===== src/rtl/bias_stream_loader.sv =====
// Bias table loader: fills NUM_COEFF words from an ap_fifo stream, then serves them on a
// 1-cycle-latency memory port. Optional BIAS_LOADER_DRAIN_EN discards surplus stream words.
module bias_stream_loader #(
    parameter int COEFF_WIDTH = 16,
    parameter int NUM_COEFF   = 32,
    localparam int ADDR_WIDTH = $clog2(NUM_COEFF)
) (
    input  logic                   ap_clk,
    input  logic                   ap_rst,
    input  logic [COEFF_WIDTH-1:0] input_V_dout,
    input  logic                   input_V_empty_n,
    output logic                   input_V_read,
    input  logic                   reload,
    input  logic [ADDR_WIDTH-1:0]  bias_V_address0,
    input  logic                   bias_V_ce0,
    output logic [COEFF_WIDTH-1:0] bias_V_q0,
`ifdef BIAS_LOADER_DRAIN_EN
    output logic [15:0]            drop_cnt,
`endif
    output logic                   loaded
);
    typedef enum logic {LOAD, READY} state_t;

    localparam logic [ADDR_WIDTH-1:0] LAST_ADDR = ADDR_WIDTH'(NUM_COEFF - 1);

    state_t                 state_q, state_d;
    logic [ADDR_WIDTH-1:0]  wr_cnt_q, wr_cnt_d;
    logic                   loaded_q, loaded_d;
    logic [COEFF_WIDTH-1:0] q0_q, q0_d;
    logic                   mem_we;
    logic                   addr_ok;
    logic [COEFF_WIDTH-1:0] mem [NUM_COEFF];
`ifdef BIAS_LOADER_DRAIN_EN
    logic [15:0]            drop_cnt_q, drop_cnt_d;
`endif

    // Widen by one bit so the bound check also works when NUM_COEFF is a power of two.
    assign addr_ok = ({1'b0, bias_V_address0} < (ADDR_WIDTH + 1)'(NUM_COEFF));

    always_comb begin
        state_d      = state_q;
        wr_cnt_d     = wr_cnt_q;
        loaded_d     = loaded_q;
        q0_d         = q0_q;
        input_V_read = 1'b0;
        mem_we       = 1'b0;
`ifdef BIAS_LOADER_DRAIN_EN
        drop_cnt_d   = drop_cnt_q;
`endif
        case (state_q)
            LOAD: begin
                input_V_read = input_V_empty_n & ~reload;
                if (input_V_read) begin
                    mem_we = 1'b1;
                    if (wr_cnt_q == LAST_ADDR) begin
                        wr_cnt_d = '0;
                        state_d  = READY;
                        loaded_d = 1'b1;
                    end else begin
                        wr_cnt_d = wr_cnt_q + 1'b1;
                    end
                end
            end
            READY: begin
                if (bias_V_ce0)
                    q0_d = addr_ok ? mem[bias_V_address0] : '0;
`ifdef BIAS_LOADER_DRAIN_EN
                input_V_read = input_V_empty_n & ~reload;
                if (input_V_read && drop_cnt_q != 16'hFFFF)
                    drop_cnt_d = drop_cnt_q + 16'd1;
`endif
            end
            default: state_d = LOAD;
        endcase
        // Reload wins over the load/drain paths; the READY read above still uses the old table.
        if (reload) begin
            state_d  = LOAD;
            wr_cnt_d = '0;
            loaded_d = 1'b0;
`ifdef BIAS_LOADER_DRAIN_EN
            drop_cnt_d = '0;
`endif
        end
    end

    always_ff @(posedge ap_clk or posedge ap_rst) begin
        if (ap_rst) begin
            state_q  <= LOAD;
            wr_cnt_q <= '0;
            loaded_q <= 1'b0;
            q0_q     <= '0;
`ifdef BIAS_LOADER_DRAIN_EN
            drop_cnt_q <= '0;
`endif
        end else begin
            state_q  <= state_d;
            wr_cnt_q <= wr_cnt_d;
            loaded_q <= loaded_d;
            q0_q     <= q0_d;
`ifdef BIAS_LOADER_DRAIN_EN
            drop_cnt_q <= drop_cnt_d;
`endif
        end
    end

    always_ff @(posedge ap_clk) begin
        if (mem_we)
            mem[wr_cnt_q] <= input_V_dout;
    end

    assign bias_V_q0 = q0_q;
    assign loaded    = loaded_q;
`ifdef BIAS_LOADER_DRAIN_EN
    assign drop_cnt  = drop_cnt_q;
`endif
endmodule


===== config.mk =====
export PLATFORM = sky130hd
export DESIGN_NAME = bias_stream_loader
export DESIGN_NICKNAME = d
export VERILOG_FILES = /design/src/rtl/bias_stream_loader.sv
export SDC_FILE = /design/constraint.sdc
export NUM_CORES = 1
export LEC_CHECK = 0
export CAP_MARGIN = 25
export CORE_AREA = 3 3 185 187
export CTS_CLUSTER_DIAMETER = 200
export DETAILED_ROUTE_END_ITERATION = 16
export DIE_AREA = 0 0 188 190
export MAX_ROUTING_LAYER = met4
export PLACE_DENSITY = 0.78
export SYNTH_ARGS = -nofsm -noshare
export SYNTH_HDL_FRONTEND = slang
export SYNTH_SLANG_ARGS = --single-unit

===== constraint.sdc =====
create_clock -name ap_clk -period 6.7 [get_ports ap_clk]
set_input_delay 0.67 -clock ap_clk [delete_from_list [all_inputs] [get_ports ap_clk]]
set_output_delay 0.67 -clock ap_clk [all_outputs]
set_load 0.05 [all_outputs]

* After elaboration in Yosys (flattened, before gate mapping) *
Memories as Yosys holds them, arrays and structs flattened. A register that Yosys moved wholly into a read port is not among the register bits.
Index checks and enable logic that the tools add are counted.

storage, ports and cells
  register bits = 7
  RAM bits = 512
  input port bits = 26
  word-level logic and storage cells = 31
  memories kept = 1

cells by class
  $add $sub $neg = 1
  equal/unequal tests = 2
  muxes and demuxes = 17
  bitwise gates (word level) = 2
  reductions and logical operators = 5

memories
  memory  words  width  rd ports  clocked after memory_dff  write ports  line  source
  mem     32     16     1         1                         1            32    logic [COEFF_WIDTH-1:0] mem [NUM_COEFF];

operator list
  operator               number
  $mux W5                4
  $mux W1                13
  $add A5 B1 Y5 const B  1
  $eq A5 B5 Y1 const B   1
  $reduce_and A2 Y1      2
  $reduce_bool A2 Y1     2
  $reduce_and A3 Y1      1
  $ne A2 B2 Y1 const B   1
  $and A1 B1 Y1          1
  $not A1 Y1             1

* Longest topological paths before layout *
Gate-level depths: netlist (run 1).

  depth after elaboration = 6
  gate-level depth with buffers = 8
  gate-level depth less buffers = 6

* Worst setup path after synthesis (run 1) *
No wires, ideal clock.

  kind = input to register
  from = input port input_V_empty_n
  to = memory mem[31][0], enable pin
  library setup time = 388 ps
  arrival = 2737 ps
  path slack = 3575 ps
  stages on the path = 4
  cells stage by stage = nand2_1 nor2_1 nand2_1 nor2_1

between the ends
  word-level cells in the longest chain between the ends = 5

ends and longest elaborated chain
  what                           line  source
  start, declared                11    input logic input_V_empty_n,
  $and A1 B1 Y1                  52    input_V_read = input_V_empty_n & ~reload;
  $mux W1                        53    if (input_V_read) begin
  $mux W1                        50    case (state_q)
  $mux W1                        107   if (mem_we)
  $mux W1 (implied by the code)  108   mem[wr_cnt_q] <= input_V_dout;
  end, declared                  32

No other way between the ends.

* Worst setup path after layout (run 1) *
  from = input port input_V_empty_n
  to = output port input_V_read

between the ends
  word-level cells in the longest chain between the ends = 2

ends and longest elaborated chain
  what           line  source
  $and A1 B1 Y1  52
  $mux W1        50
  end, declared  12    output logic input_V_read,

No other way between the ends.

==> results of run 1 <==
[through the flow]
stage	hold slack (ps)	worst slack, ps	area, sq um	utilization, %
2_1_floorplan	483.8	3575	21100	-
3_3_place_gp	495.3	3279	21980	67.38
3_5_place_dp	500.6	3222	22180	67.99
4_1_cts	507.4	3401	23870	73.19
5_1_grt	521.7	3271	24070	73.80
6_report	505.0	3390	24070	73.80
[per-layer routing]
metal / part of all wire [%] / track usage, % / wire, um
met2: 48 / 41.98 / 22750
met3: 8.6 / 4.220 / 4118
met4: 1.6 / 5.772 / 768
met1: 42 / 39.90 / 20110
met5: 0 / - / 0
[logic make-up after synthesis]
| family | count (synthesis) | share of synthesized area [%] |
|---|---|---|
| muxes | 258 | 12.24 |
| buffers and inverters | 74 | 2.247 |
| DFF | 535 | 75.59 |
| AOI/OAI and AO/OA | 200 | 7.898 |
| and+or+nand+nor | 84 | 1.731 |
| adders and majority gates | 5 | 0.2965 |
[power breakdown]
| part | switching, mW | internal (mW) | leakage [nW] |
|---|---|---|---|
| clock network | 1.19 | 1.72 | 0.814 |
| logic | 0.214 | 0.123 | 2.76 |
| registers | 0.00384 | 3.67 | 4.93 |
[sequential cells by signal (all words and copies together), names as in the netlist]
name       count
wr_cnt_q       5
state_q        1
loaded         1
bias_V_q0     16
mem          512
[worst min path at each step]
stage	slack, ps	end	depth (start not counted)	from
after floorplan	480	state_q	2	state_q
after global placement	500	loaded	2	loaded
after detailed placement	500	bias_V_q0[1]	2	bias_V_q0[1]
after CTS	510	bias_V_q0[10]	3	ap_rst
after global routing	520	bias_V_q0[6]	3	ap_rst
final	500	bias_V_q0[1]	2	bias_V_q0[1]
[cell type report]
cell class,instances,area [sq um],area share (%)
sequential,535,15950,66.26
multi-input combinational,547,4718,19.60
clock buffer,66,1373,5.702
timing repair buffer,103,1140,4.735
tap,442,553.0,2.297
clock inverter,26,324.1,1.346
inverter,4,15.01,0.06237
[worst max-delay path, delay by kind of cell]
kind          cells  cell delay [ps]
buf+inv           2             1400
simple gates      2              570
[cell usage after synthesis (2+ instances only)]
cell type  number  share of area, %
a21oi_1        36              0.85
o22ai_1        16              0.47
dfrtp_1        23               2.7
nand3_1         2             0.047
clkbuf_1       25              0.44
nor2_1         42              0.75
inv_1           4             0.071
a31oi_1         2             0.059
nand2_1        25              0.44
nand2b_1        2             0.059
buf_1           6              0.11
o41ai_2        16               1.2
edfxtp_1      512                73
a22o_1         32               1.3
mux2i_1       258                12
ha_1            5              0.30
buf_12          3              0.28
nor2b_1         2             0.059
buf_6           4              0.21
a221oi_1       22              0.91
buf_8           3              0.21
o21ai_0         2             0.047
nand3b_1        3              0.11
buf_2           9              0.21
a22oi_1        64               2.3
a221oi_2       10              0.71
buf_4          19              0.68
==> impl_metrics.yaml, run 1 <==
run_status:
  outcome: "finished, final reports clean"
placement:
  io_buffer_count: 43
  place_congestion: 0.8205
  dp_hpwl_mm: 28.02
  placedCellCount: 1620
power_and_ir_drop:
  max-vdd-ir-drop_mv: 0.2791
  total_power_mw: 6.917
  power.density_nw_per_um2: 287.3
  total_leakage_power_nw: 8.498
synthesis:
  synth_nets: 1187
  syn_area_sq_um: 21100
  synth.yosys.seq_area_share_pct: 75.59
  synth_edf_count: 512
  syn_inst: 1156
  ys.flop_type: "edfxtp_1"
  synth.distinct_cells: 36
  ys_seq_elements: 535
  async_reset_ff_share_pct: 4.299
  post_synth.cell_area_avg_sq_um: 18.25
  yosys_warnings: 0
floorplanning:
  start_util_pct: 64.69
  io_pins: 44
  die_y_um: 190
  die_area_sq_um: 35720
  fp.dieW_um: 188
  core_area_sq_um: 32620
  rows: 66
route:
  drt_iter0_drc: 1396
  wl_per_cell_um: 27.71
  drc_errors: 0
  wl_mm: 47.75
  vias_per_cell: 6.540
  drt_pass1_iterations: 5
  ant_nets: 0
  vias: 11268
worst_setup_path:
  r2r_end: "mem[5][7]"
  slowest_delay_ps: 910
  crit_top_cell: "clkdlybuf4s50_1"
  worstPathCellList: "clkdlybuf4s50_1 > nand2_1 > nor2_1 > clkdlybuf4s50_1"
  crit_type: "in2out"
  crit_end: "input_V_read"
  cp_slowest_cell: "clkdlybuf4s50_1"
  cp-start-kind: "input pin"
  reg2regPathDepth: 6
  r2r_slack_ps: 3970
  worst_ep_required_time_ps: 6030
  crit_path_end_kind: "primary output"
  worstPathArrival_ps: 2640
  reg2reg_from: "state_q"
  crit_start: "input_V_empty_n"
  cp_max_fo: 9
timing:
  tightest_slew_ps: 1095
  rsz0062_at_grt: "false"
  setup_tns_ps: 0
  slew_violations: 0
  finClkSkew_ps: 19.21
  max_freq_mhz: 302.1
  maxSlewHeadroom_pct: 26.97
  final-setup-viol-count: 0
  period_minus_slack_ps: 3310
  period_share_pct: 49.41
  hold_viol: 0
clock_tree:
  cts_tree: "done"
  root_buffer: "clkbuf_16"
  clk_pin_slew_ps: 60
  cts-resized-gates: 0
  clk_latency_ps: 560
  ctsHoldBuffers: 0
  cts_buffers: 50
  clock-sinks: 535
  cts_max_level: 2
  post_cts_buffers: 0
  clk_path_buf_depth: 3
finish:
  fin_cells: 1723
  final_cell_mix: "edfxtp_1 (512), mux2i_1 (258), a22oi_1 (64)"
  insertedDiodeCount: 0
  area_growth_pct: 14.08
  fillerInstances: 1896
  final_common_cell: "edfxtp_1"
  drive_above_1_share_pct: 13.66
  fin_nets: 1272
global_route:
  grt_overflow: 0
  antenna_found_initial: 0
  track_usage_pct: 27.32
  grt_first_pass_wirelength_mm: 70.46
  first_global_vias: 11087
  grt_max_degree: 98
flow_run:
  cap_violations: 0
hold_path:
  hold_class: "reg2reg"
(Power assumes the default switching activity.)
==> run 2, diff against run 1 <==
CORE_AREA = 3 3 189 191   (was 3 3 185 187)
DIE_AREA = 0 0 192 194   (was 0 0 188 190)
PLACE_DENSITY = 0.75   (was 0.78)
clock period = 3.4 ns   (was 6.7 ns; I/O delays follow)
==> run 2 against run 1 <==
Compared with the run above: sequential share of layout area shrank 0.055 points; critical path depth is the same; combinational power grew 95%; clock skew shrank 4.3 ps; die area grew 4.3%; clock power grew 93%; sequential power grew 97%; critical path type is now reg2out; clock-buffer cell count grew 11; highest routed layer unchanged; power grew 95%; non-clock buffer count grew 14.
==> impl_metrics.yaml, run 2 (synthesis results as in run 1) <==
floorplanning:
  start_util_pct: 61.54
  rows: 68
  io_pins: 44
  die_area_sq_um: 37250
  core_area_sq_um: 34290
  die_y_um: 194
  fp.dieW_um: 192
timing:
  tightest_slew_ps: 1019
  rsz0062_at_grt: "false"
  period_share_pct: 82.67
  max_freq_mhz: 355.8
  fin_ws_ps: 589.2
  finClkSkew_ps: 14.95
  setup_tns_ps: 0
  maxSlewHeadroom_pct: 31.87
  hold_slack_ps: 174.6
  slew_violations: 0
  hold_viol: 0
  final-setup-viol-count: 0
  period_minus_slack_ps: 2811
clock_tree:
  clk_path_buf_depth: 3
  clk_pin_slew_ps: 60
  root_buffer: "clkbuf_16"
  cts_buffers: 51
  cts-resized-gates: 0
  clk_latency_ps: 550
  cts_max_level: 2
  ctsHoldBuffers: 0
  cts_tree: "done"
  post_cts_buffers: 0
  clock-sinks: 535
finish:
  final_cell_mix: "edfxtp_1 (512), mux2i_1 (258), a22oi_1 (64)"
  area_growth_pct: 14.18
  fin_cells: 1756
  fillerInstances: 2145
  fin_nets: 1287
  regMostFlops: "mem"
  largest_register_ffs: 512
  drive_above_1_share_pct: 14.96
  final_cell_area_sq_um: 24090
  final_common_cell: "edfxtp_1"
  utilization_pct: 70.27
global_route:
  grt_max_degree: 65
  grt_overflow: 0
  track_usage_pct: 26.88
  antenna_found_initial: 4
  grt_first_pass_wirelength_mm: 71.70
  first_global_vias: 11300
route:
  wl_mm: 47.99
  drc_errors: 0
  wl_per_cell_um: 27.33
  drt_pass1_iterations: 5
  drt_iter0_drc: 1349
  vias: 11314
  vias_per_cell: 6.443
  ant_nets: 0
worst_setup_path:
  crit_end: "input_V_read"
  r2r_end: "mem[25][0]"
  r2r_slack_ps: 1110
  worst_ep_required_time_ps: 3060
  crit_start: "state_q"
  crit_path_end_kind: "primary output"
  worstPathArrival_ps: 2470
  crit_type: "reg2out"
  cp_max_fo: 9
  reg2reg_from: "state_q"
  cp-start-kind: "flop"
  reg2regPathDepth: 6
flow_run:
  cap_violations: 0
placement:
  place_congestion: 0.8278
  placedCellCount: 1655
  place_area_sq_um: 22330
  io_buffer_count: 43
  pre_cts_ws_ps: 587.1
  dp_hpwl_mm: 28.01
power_and_ir_drop:
  total_power_mw: 13.51
  max-vdd-ir-drop_mv: 0.6067
  total_leakage_power_nw: 8.540
  power.density_nw_per_um2: 560.8
run_status:
  outcome: "finished, final reports clean"
hold_path:
  hold_class: "in2async"
-- run 2: changes by cell type in the layout (fill, tap and decap cells not counted), moves of 4 or more --
cell,change
buf_4,+25
nor2_2,+4
bufinv_16,-4
clkinvlp_4,-4
nor2_1,-4
buf_16,-4
clkbuf_8,+6
buf_8,-9
diode_2,+4
buf_12,+7
-- run 2: critical path, stage by stage, from the launching register on --
cell and delay (ps):
dfrtp_1 460, inv_1 100, nand2_1 190, nor2_1 300, clkdlybuf4s50_1 870
-- run 2: worst min-delay path by stage --
stage | startpoint | endpoint | slack (ps) | cells past startpoint
after floorplan | ap_rst | bias_V_q0[0] | 340 | 1
after global placement | loaded | loaded | 480 | 2
after detailed placement | loaded | loaded | 490 | 2
after CTS | ap_rst | wr_cnt_q[3] | 170 | 3
after global routing | ap_rst | wr_cnt_q[4] | 200 | 3
final | ap_rst | wr_cnt_q[3] | 170 | 3
-- run 2: routing by layer --
layer  part of all wire (%)  up-vias  GRT usage [%]
met2                     49      594          42.22
met5                      0        -              -
met4                    2.2        0          6.719
met1                     39     5758          37.39
li1                       -     4881              -
met3                    8.9       81          4.592
-- run 2: layout make-up --
class | count | area [sq um] | area share, %
sequential | 535 | 15950 | 66.20
multi-input combinational | 547 | 4728 | 19.63
clock buffer | 77 | 1516 | 6.294
timing repair buffer | 117 | 1139 | 4.726
tap | 455 | 569.3 | 2.363
clock inverter | 17 | 165.2 | 0.6855
inverter | 4 | 15.01 | 0.06232
antenna | 4 | 10.01 | 0.04155
-- run 2: report_power, final --
part	total [mW]	leakage, nW	switching, mW	internal [mW]
sequential	7.24	4.93	0.00755	7.24
clock	5.61	0.826	2.31	3.30
combinational	0.656	2.79	0.420	0.237
==> run 3, diff against run 2 <==
clock period = 2.7 ns   (was 3.4 ns; I/O delays follow)
==> run 3 against run 2 <==
Compared with the run above: clock-buffer cell count shrank 12; critical endpoint is now bias_V_q0[7]; utilization grew 0.84 points; flip-flop and latch count is the same.
==> impl_metrics.yaml, run 3 (synthesis results as in run 1) <==
run_status:
  outcome: "finished, final reports clean"
route:
  ant_nets: 0
  drc_errors: 0
  drt_pass1_iterations: 5
  drt_iter0_drc: 1234
  wl_per_cell_um: 26.36
  wl_mm: 46.52
  vias_per_cell: 6.324
  vias: 11161
worst_setup_path:
  crit_type: "reg2out"
  worst_ep_required_time_ps: 2430
  worstPathCellList: "clkdlybuf4s50_1"
  worstPathArrival_ps: 1940
  r2r_slack_ps: 620
  crit_start: "bias_V_q0[7]"
  reg2regPathDepth: 5
  crit_end: "bias_V_q0[7]"
  cp-start-kind: "flop"
  critPathTopFamily: "buffers and inverters"
  crit_buf_inv: 1
  cp_slowest_cell: "clkdlybuf4s50_1"
  crit_path_end_kind: "primary output"
  cp_max_fo: 2
  r2r_end: "wr_cnt_q[2]"
  reg2reg_from: "wr_cnt_q[0]"
  path_depth: 1
  slowest_delay_ps: 870
placement:
  dp_hpwl_mm: 28.05
  place_congestion: 0.8051
  io_buffer_count: 43
timing:
  final-setup-viol-count: 0
  finClkSkew_ps: 16.00
  slew_violations: 0
  setup_tns_ps: 0
  hold_slack_ps: 94.59
  period_share_pct: 81.86
  rsz0062_at_grt: "false"
  hold_viol: 0
  period_minus_slack_ps: 2210
  maxSlewHeadroom_pct: 30.17
  tightest_slew_ps: 1047
  max_freq_mhz: 452.5
finish:
  final_common_cell: "edfxtp_1"
  fin_nets: 1304
  utilization_pct: 71.11
  drive_above_1_share_pct: 16.18
  fillerInstances: 2116
  regMostFlops: "mem"
  insertedDiodeCount: 0
  final_cell_mix: "edfxtp_1 (512), mux2i_1 (258), a22oi_1 (64)"
  largest_register_ffs: 512
  area_growth_pct: 15.54
clock_tree:
  cts-resized-gates: 0
  clock-sinks: 535
  clk_path_buf_depth: 3
  root_buffer: "clkbuf_16"
  cts_tree: "done"
  ctsHoldBuffers: 0
  cts_max_level: 2
  clk_pin_slew_ps: 60
  clk_latency_ps: 550
  post_cts_buffers: 0
  cts_buffers: 51
floorplanning:
  io_pins: 44
  die_area_sq_um: 37250
  start_util_pct: 61.54
  rows: 68
  die_y_um: 194
  core_area_sq_um: 34290
  fp.dieW_um: 192
global_route:
  track_usage_pct: 25.98
  grt_max_degree: 54
  grt_first_pass_wirelength_mm: 69.38
  antenna_found_initial: 0
  grt_overflow: 0
  first_global_vias: 11277
power_and_ir_drop:
  total_leakage_power_nw: 8.618
  max-vdd-ir-drop_mv: 0.7801
  power.density_nw_per_um2: 676.2
flow_run:
  cap_violations: 0
hold_path:
  hold_class: "in2async"
[run 3: changes by cell type in the layout (fill, tap and decap cells not counted), moves of 2 or more]
cell,before,now
clkbuf_16,53,51
buf_16,2,0
nor2_2,10,15
buf_4,63,55
buf_12,8,37
nor2_1,31,26
clkinv_1,4,10
bufinv_16,3,1
diode_2,4,0
clkbuf_8,10,5
clkinv_2,7,11
clkbuf_1,14,9
[run 3: worst min-delay path by stage]
| stage | cells past startpoint | startpoint | end | slack, ps |
|---|---|---|---|---|
| after detailed placement | 2 | bias_V_q0[2] | bias_V_q0[2] | 520 |
| after CTS | 3 | ap_rst | wr_cnt_q[4] | 80 |
| final | 3 | ap_rst | wr_cnt_q[2] | 90 |
| after floorplan | 1 | ap_rst | bias_V_q0[0] | 270 |
| after global routing | 3 | ap_rst | wr_cnt_q[3] | 120 |
| after global placement | 2 | loaded | loaded | 480 |
[run 3: report_power, final]
group | internal, mW | leakage [nW] | switching, mW
Combinational | 0.315 | 2.94 | 0.521
Sequential | 9.11 | 4.93 | 0.00945
Clock | 3.68 | 0.757 | 2.85
[run 3: metal layers]
| layer | GRT usage [%] | share of wire [%] | wire, um |
|---|---|---|---|
| met1 | 35.32 | 40 | 18720 |
| met5 | - | 0 | 0 |
| met2 | 41.63 | 50 | 23180 |
| met4 | 6.800 | 2.5 | 1185 |
| met3 | 4.267 | 7.4 | 3427 |
[run 3: worst register-to-register path, stage by stage (launching register included)]
cell and delay (ps):
dfrtp_1 460, ha_1 280, and3_1 200, ha_1 260
or4b_2 650, a21oi_1 150
[run 3: through the flow]
step	cells	total power [mW]	setup WS (ps)	cell area, sq um
2_1_floorplan	1156	9.775	137.0	21100
3_3_place_gp	1675	10.11	282.8	22850
3_5_place_dp	1675	10.13	209.5	22850
4_1_cts	1765	16.55	478.8	24380
5_1_grt	1765	16.95	497.0	24380
6_report	1765	16.49	489.9	24380
[run 3: area by class of cell]
| class | instances | area, sq um | area share (%) |
|---|---|---|---|
| inverters | 4 | 15.01 | 0.06158 |
| well taps | 455 | 569.3 | 2.335 |
| clock buffers | 65 | 1379 | 5.655 |
| repair buffers | 134 | 1579 | 6.476 |
| multi-input cells | 547 | 4741 | 19.44 |
| flip-flops and latches | 535 | 15950 | 65.42 |
| clock inverters | 25 | 147.6 | 0.6056 |
